**config.mk**
```make
export PLATFORM = sky130hd
export DESIGN_NAME = reflet_byte_mem_bridge
export DESIGN_NICKNAME = d
export VERILOG_FILES = /design/src/rtl/reflet_byte_mem_bridge.sv
export SDC_FILE = /design/constraint.sdc
export NUM_CORES = 1
export LEC_CHECK = 0
export CAP_MARGIN = 15
export CORE_ASPECT_RATIO = 1.75
export CORE_MARGIN = 4
export CORE_UTILIZATION = 25
export CTS_BUF_LIST = sky130_fd_sc_hd__clkbuf_8
export DETAILED_ROUTE_END_ITERATION = 10
export DONT_BUFFER_PORTS = 1
export PLACE_DENSITY = 0.44
export SKIP_LAST_GASP = 1
export SLEW_MARGIN = 20
export SYNTH_ARGS = -nofsm -noshare
export SYNTH_HDL_FRONTEND = slang
export SYNTH_SLANG_ARGS = --single-unit
```
**constraint.sdc**
```tcl
create_clock -name clk -period 5.87 [get_ports clk]
set_input_delay 0.587 -clock clk [delete_from_list [all_inputs] [get_ports clk]]
set_output_delay 0.587 -clock clk [all_outputs]
set_load 0.01 [all_outputs]
```
**src/rtl/reflet_byte_mem_bridge.sv**
```systemverilog
// Memory-side responder for the Reflet CPU RAM bus: serves full-word CPU accesses
// from an 8-bit synchronous byte memory, with a one-word tagged read buffer.
module reflet_byte_mem_bridge #(
    parameter int wordsize = 16
) (
    input  logic                clk,
    input  logic                reset,
    input  logic [wordsize-1:0] cpu_addr,
    input  logic [wordsize-1:0] cpu_wdata,
    input  logic                cpu_write_en,
    output logic [wordsize-1:0] cpu_rdata,
    output logic                cpu_enable,
    output logic [wordsize-1:0] mem_addr,
    output logic [7:0]          mem_wdata,
    input  logic [7:0]          mem_rdata,
    output logic                mem_we
);

    localparam int NB = wordsize / 8;
    localparam int CW = $clog2(NB + 1);
    localparam logic [CW-1:0] CNT_DONE = CW'(NB);

    typedef enum logic [1:0] {
        IDLE,
        READ,
        WRITE,
        WDONE
    } state_t;

    state_t              state;
    logic [wordsize-1:0] tag;
    logic                valid;
    logic [wordsize-1:0] rbuf;
    logic [wordsize-1:0] addr_q;
    logic [wordsize-1:0] wdata_q;
    logic [CW-1:0]       cnt;

    logic                hit;
    logic [CW-1:0]       cnt_next;
    logic [CW-1:0]       cap_idx;
    logic [wordsize-1:0] addr_next;
    logic [7:0]          wbyte_next;

    assign hit       = valid && (tag == cpu_addr);
    assign cnt_next  = cnt + CW'(1);
    assign cap_idx   = cnt - CW'(1);
    // Address arithmetic wraps naturally at 2^wordsize
    assign addr_next = addr_q + {{(wordsize - CW){1'b0}}, cnt_next};
    assign cpu_rdata = rbuf;

    always_comb begin
        wbyte_next = 8'h00;
        for (int i = 0; i < NB; i++) begin
            if (cnt_next == CW'(i)) begin
                wbyte_next = wdata_q[8*i +: 8];
            end
        end
    end

    always_comb begin
        case (state)
            IDLE:    cpu_enable = hit && !cpu_write_en;
            WDONE:   cpu_enable = 1'b1;
            default: cpu_enable = 1'b0;
        endcase
    end

    always_ff @(posedge clk) begin
        if (!reset) begin
            state     <= IDLE;
            tag       <= '0;
            valid     <= 1'b0;
            rbuf      <= '0;
            addr_q    <= '0;
            wdata_q   <= '0;
            cnt       <= '0;
            mem_addr  <= '0;
            mem_wdata <= 8'h00;
            mem_we    <= 1'b0;
        end else begin
            case (state)
                IDLE: begin
                    if (cpu_write_en) begin
                        addr_q    <= cpu_addr;
                        wdata_q   <= cpu_wdata;
                        cnt       <= '0;
                        mem_addr  <= cpu_addr;
                        mem_wdata <= cpu_wdata[7:0];
                        mem_we    <= 1'b1;
                        state     <= WRITE;
                    end else if (!hit) begin
                        addr_q   <= cpu_addr;
                        cnt      <= '0;
                        mem_addr <= cpu_addr;
                        mem_we   <= 1'b0;
                        state    <= READ;
                    end
                end

                // Byte k is returned one cycle after its address, so capture lags by one
                READ: begin
                    if (cnt != '0) begin
                        for (int i = 0; i < NB; i++) begin
                            if (cap_idx == CW'(i)) begin
                                rbuf[8*i +: 8] <= mem_rdata;
                            end
                        end
                    end
                    if (cnt == CNT_DONE) begin
                        tag   <= addr_q;
                        valid <= 1'b1;
                        state <= IDLE;
                    end else begin
                        cnt <= cnt_next;
                        if (cnt_next != CNT_DONE) begin
                            mem_addr <= addr_next;
                        end
                    end
                end

                WRITE: begin
                    if (cnt_next == CNT_DONE) begin
                        mem_we <= 1'b0;
                        state  <= WDONE;
                        if (valid && (tag == addr_q)) begin
                            rbuf <= wdata_q;
                        end
                    end else begin
                        cnt       <= cnt_next;
                        mem_addr  <= addr_next;
                        mem_wdata <= wbyte_next;
                    end
                end

                WDONE: begin
                    state <= IDLE;
                end

                default: begin
                    state <= IDLE;
                end
            endcase
        end
    end

endmodule

```
==> results.yml, run 1 <==
place:
  dpl-instance-area_mm2: 0.00512
  port_buffers: 0
  dp.cells: 851
  gp_congestion: 0.871
  post-dp-hpwl_mm: 12.6
timing:
  tightest_slew_ps: 965
  clock_skew_ps: 15.7
  hold_violations: 0
  setup_tns_ps: 0
  layout_min_cycle_time_ps: 2960
  slew_headroom_pct: 35.5
  min_period_over_period_pct: 50.5
  setup_viol: 0
  fmax_mhz: 337
  rsz0062_at_grt: "no"
  drv_slew: 0
global_route:
  grt_max_degree: 67
  grt_pass1_vias: 4275
  track_usage_pct: 14.7
  gr-total-overflow: 0
  grt_pass1_wl_mm: 25.0
  antenna_found_initial: 0
cells_and_area:
  fin_area_mm2: 0.00531
  final_common_cell: "nand2_1"
  seq_area_mm2: 0.00188
  final_cells: 867
  diodes: 0
  drive_gt1_share_pct: 4.82
  final_nets: 674
  final_core_util_pct: 27.0
  area_growth_pct: 6.52
  final_cell_mix: "nand2_1 (143), dfxtp_1 (94), a21oi_1 (63)"
  multi_input_area_mm2: 0.00284
  final.fill_count: 2136
logic_synthesis:
  ys_seq_area_share_pct: 37.7
  synth_top_area_share_pct: 37.7
  synth.area.top_cells: "dfxtp_1 (38%), nand2_1 (11%), a21oi_1 (6.3%), xnor2_1 (4.2%), nor2_1 (3.9%)"
  avgSynthCellArea_um2: 7.67
  ys.warnings.count: 0
  synth-main-ff-cell: "dfxtp_1"
  synth_edf_count: 0
  synth_area_mm2: 0.00499
  async_flop_share_pct: 0
  synth_area_leader_cell: "dfxtp_1"
  synth.distinct_cells: 46
  ys_ff_latch: 94
  synth_nets: 707
  synthCells: 650
floorplan:
  core_area_mm2: 0.0197
  dieHeight_um: 195
  initial_utilization_pct: 25.4
  dieArea_mm2: 0.0224
  rows: 68
  die_w_um: 115
  top_level_ports: 85
critical_path:
  r2r-start: "cnt[0]"
  start_kind: "flip-flop"
  timing.rr.end: "cpu_rdata[11]"
  worst_r2r_path_depth: 6
  crit_arrival_ps: 2380
  criticalPathCategory: "reg2out"
  cp.required_ps: 5280
  worst-path-max-fanout: 15
  worst_setup_path_end_kind: "output port"
  ff2ff_setup_slack_ps: 3070
run:
  maxCapViolCount: 0
clock_network:
  clockBufferDepth: 2
  clkTransAtPathRegs_ps: 100
  cts_resized: 0
  hold_buffers: 0
  cts_setup_buffers: 0
  cts_sinks: 94
  worstSkewPairLatency_ps: 390
  numCtsBuffers: 9
  cts_tree: "done"
  cts_root_buf: "clkbuf_8"
  htreeDepth: 3
hold_path:
  hp-start: "cpu_addr[0]"
  hold_end: "addr_q[0]"
  min_path_type: "in2reg"
  whs_path_depth: 2
routing:
  wirelength_mm: 16.6
  drtIter0Drc: 335
  ant_nets: 0
  post_drt_wl_per_cell_um: 19.2
  vias_per_cell: 5.12
  drc: 0
  vias: 4443
  drt-pass1-iter-count: 6
pwr:
  power.leakage_nw: 1.84
  ir_drop_uv: 202
  power_mw: 2.55
  powerDensity_mw_per_mm2: 480
outcome:
  status: "finished, final reports clean"
-- cell type report --
| cell class | count | area share (%) |
|---|---|---|
| Clock inverter | 7 | 1.39 |
| Multi-Input combinational cell | 493 | 53.4 |
| Clock buffer | 9 | 2.33 |
| Timing Repair Buffer | 5 | 0.706 |
| Sequential cell | 94 | 35.4 |
| Inverter | 14 | 0.989 |
| Tap cell | 245 | 5.77 |
-- logic make-up (layout without fill, tap and decap cells) --
logic type | after synthesis | count (layout) | synth area share, %
AND/OR/NAND/NOR | 253 | 253 | 21.9
XOR/XNOR | 43 | 43 | 7.70
flip-flops | 94 | 94 | 37.7
multiplexers | 10 | 10 | 2.01
adder cells (fa/ha/maj) | 14 | 14 | 3.66
buffers and inverters | 63 | 35 | 5.39
AO/OA/AOI/OAI | 173 | 173 | 21.6
-- how the worst max path moves through the flow --
stage	from	endpoint	slack [ps]	cells past startpoint
floorplan	cpu_addr[2]	cpu_enable	3400	6
global placement	cpu_addr[13]	cpu_enable	3170	5
detailed placement	cnt[0]	cpu_rdata[11]	3160	6
CTS	tag[3]	cpu_enable	2890	5
global route	tag[3]	cpu_enable	2790	5
finish	tag[3]	cpu_enable	2910	5
-- Yosys cell counts (all sizes together), types with 2 or more instances --
library cell / n
a31o: 3
o2111ai: 4
clkbuf: 26
a211oi: 3
inv: 14
o221a: 8
a221oi: 8
ha: 13
and4: 2
nand3: 28
buf: 23
nand2: 143
a21oi: 63
xor2: 18
mux2i: 10
a21o: 13
nor3: 2
o22ai: 17
o211ai: 9
dfxtp: 94
nor2: 52
o21ai: 39
and2: 3
nand4: 12
xnor2: 25
nor4: 5
o22a: 2
-- layer usage --
| metal | GRT usage [%] | wire, µm |
|---|---|---|
| met1 | 15.9 | 6130 |
| met2 | 26.2 | 8750 |
| met3 | 3.77 | 1230 |
| met4 | 6.74 | 537 |
| met5 | 0 | 0 |
-- per-stage QoR --
stage	setup WS (ps)	hold slack [ps]
global placement	3170	469
global route	2790	310
CTS	2890	302
finish	2910	326
detailed placement	3160	472
floorplan	3400	450
-- power by group --
part | total, mW | internal [mW] | switching, mW
sequential | 1.06 | 0.813 | 0.249
clock | 0.453 | 0.198 | 0.254
combinational | 1.04 | 0.374 | 0.662
total | 2.55 | 1.39 | 1.17
-- critical path, cell delays in order (launching register included) --
cell and delay [ps]:
dfxtp_1 470, xnor2_1 150, nand4_1 130, or4_1 490, o21a_1 440, nor2_1 300
-- state kept, by name (all words and copies together), names as in the netlist --
register	cells
addr_q	16
cpu_rdata	16
mem_addr	16
tag	16
wdata_q	16
mem_wdata	8
cnt	2
state	2
mem_we	1
valid	1
No activity file was read; power rests on OpenSTA's default activity.
==> run 2, diff against run 1 <==
Clock period 5.87 ns to 3.07 ns, I/O delays scaled along.
==> run 2 against run 1 <==
  * Worst hold slack got worse by 290 ps
  * Utilization is 0.53 points higher
  * Clock skew up 3.6 ps
==> results.yml, run 2 (synthesized netlist as in run 1, its figures left out) <==
outcome:
  status: "finished, final reports clean"
clock_network:
  cts_tree: "done"
  hold_buffers: 0
  clockBufferDepth: 2
  worstSkewPairLatency_ps: 390
  cts_setup_buffers: 0
  numCtsBuffers: 9
  clkTransAtPathRegs_ps: 110
  cts_resized: 0
  cts_sinks: 94
  cts_root_buf: "clkbuf_8"
  htreeDepth: 3
critical_path:
  worst_setup_path_end_kind: "output port"
  start_kind: "flip-flop"
  worstPathCellList: "xnor2_1 -> nand4_1 -> or4_1 -> o21a_1 -> nor2_1"
  worst-path-max-fanout: 15
  crit_arrival_ps: 2440
  ff2ff_setup_slack_ps: 580
  path_buf_inv: 0
  cp.required_ps: 2760
  criticalPathCategory: "reg2out"
  path_delay_family: "simple AND/OR/NAND/NOR gates"
  cp_slowest_cell: "or4_1"
  critPathMaxStageDelay_ps: 510
routing:
  vias: 4490
  drt-pass1-iter-count: 4
  drc: 0
  post_drt_wl_per_cell_um: 19.0
  drtIter0Drc: 301
  wirelength_mm: 16.7
  vias_per_cell: 5.10
  ant_nets: 0
timing:
  drv_slew: 0
  hold_violations: 0
  layout_min_cycle_time_ps: 2750
  fin_ws_ps: 325
  rsz0062_at_grt: "no"
  slew_headroom_pct: 44.2
  clock_skew_ps: 19.3
  min_period_over_period_pct: 89.4
  setup_tns_ps: 0
  tightest_slew_ps: 837
  fmax_mhz: 364
  setup_viol: 0
floorplan:
  initial_utilization_pct: 25.4
  core_area_mm2: 0.0197
  top_level_ports: 85
  dieArea_mm2: 0.0224
  rows: 68
  die_w_um: 115
  dieHeight_um: 195
place:
  dpl-instance-area_mm2: 0.00522
  preCtsSetupSlack_ps: 546
  post-dp-hpwl_mm: 12.8
  gp_congestion: 0.918
  port_buffers: 0
global_route:
  antenna_found_initial: 0
  gr-total-overflow: 0
  grt_pass1_vias: 4443
  track_usage_pct: 15.1
  grt_max_degree: 67
  grt_pass1_wl_mm: 25.7
hold_path:
  min_path_type: "in2reg"
cells_and_area:
  diodes: 0
  seq_area_mm2: 0.00188
  multi_input_area_mm2: 0.00284
  area_growth_pct: 8.63
  drive_gt1_share_pct: 7.08
  final_core_util_pct: 27.6
  final_common_cell: "nand2_1"
  fin_area_mm2: 0.00542
  final.fill_count: 2160
  final_nets: 688
  final_cell_mix: "nand2_1 (143), dfxtp_1 (94), a21oi_1 (63)"
run:
  maxCapViolCount: 0
pwr:
  power_mw: 4.96
  power.leakage_nw: 1.92
  powerDensity_mw_per_mm2: 916
  ir_drop_uv: 359
==> run 2: changes by cell type in the layout (fill, tap and decap cells not counted), sizes merged <==
cell      delta
buf         +14
clkinvlp     -3
clkinv       +2
bufinv       -1
clkbuf       +1
inv          +1
==> run 2: metrics by stage <==
| stage | hold WS, ps | cells |
|---|---|---|
| 3_3_place_gp | 450 | 865 |
| 2_1_floorplan | 443 | 650 |
| 3_5_place_dp | 453 | 865 |
| 5_1_grt | 7.96 | 881 |
| 4_1_cts | 7.69 | 881 |
| 6_report | 36.4 | 881 |
==> run 2: power breakdown <==
part	switching, mW	internal (mW)
sequential	0.414	1.55
clock	0.522	0.337
combinational	1.33	0.806
==> run 2: layer usage <==
layer,vias up,share of wire [%],track usage [%]
li1,2211,-,-
met1,2134,36,15.7
met2,114,53,27.3
met3,31,7.1,4.58
met4,0,3.6,6.22
met5,-,0,0
==> run 2: path summary, 6_finish.rpt <==
kind,start,endpoint,cells after the start
setup reg to reg,cnt[0],mem_addr[0],6
setup / recovery,tag[3],cpu_enable,5
hold / removal,cpu_addr[10],addr_q[10],2
hold reg to reg,wdata_q[5],wdata_q[5],2
==> run 2: cell type report <==
cell class	count	share of cell area, %
clock inverters	6	1.11
well taps	245	5.66
inverters	14	0.970
clock buffers	10	2.54
flip-flops and latches	94	34.7
multi-input cells	493	52.4
repair buffers	19	2.63
==> run 3, diff against run 2 <==
Settings changed: CAP_MARGIN 15 to unset.
==> results of run 3 <==
The final DEF is identical to that of run 2; final timing and power are the same.
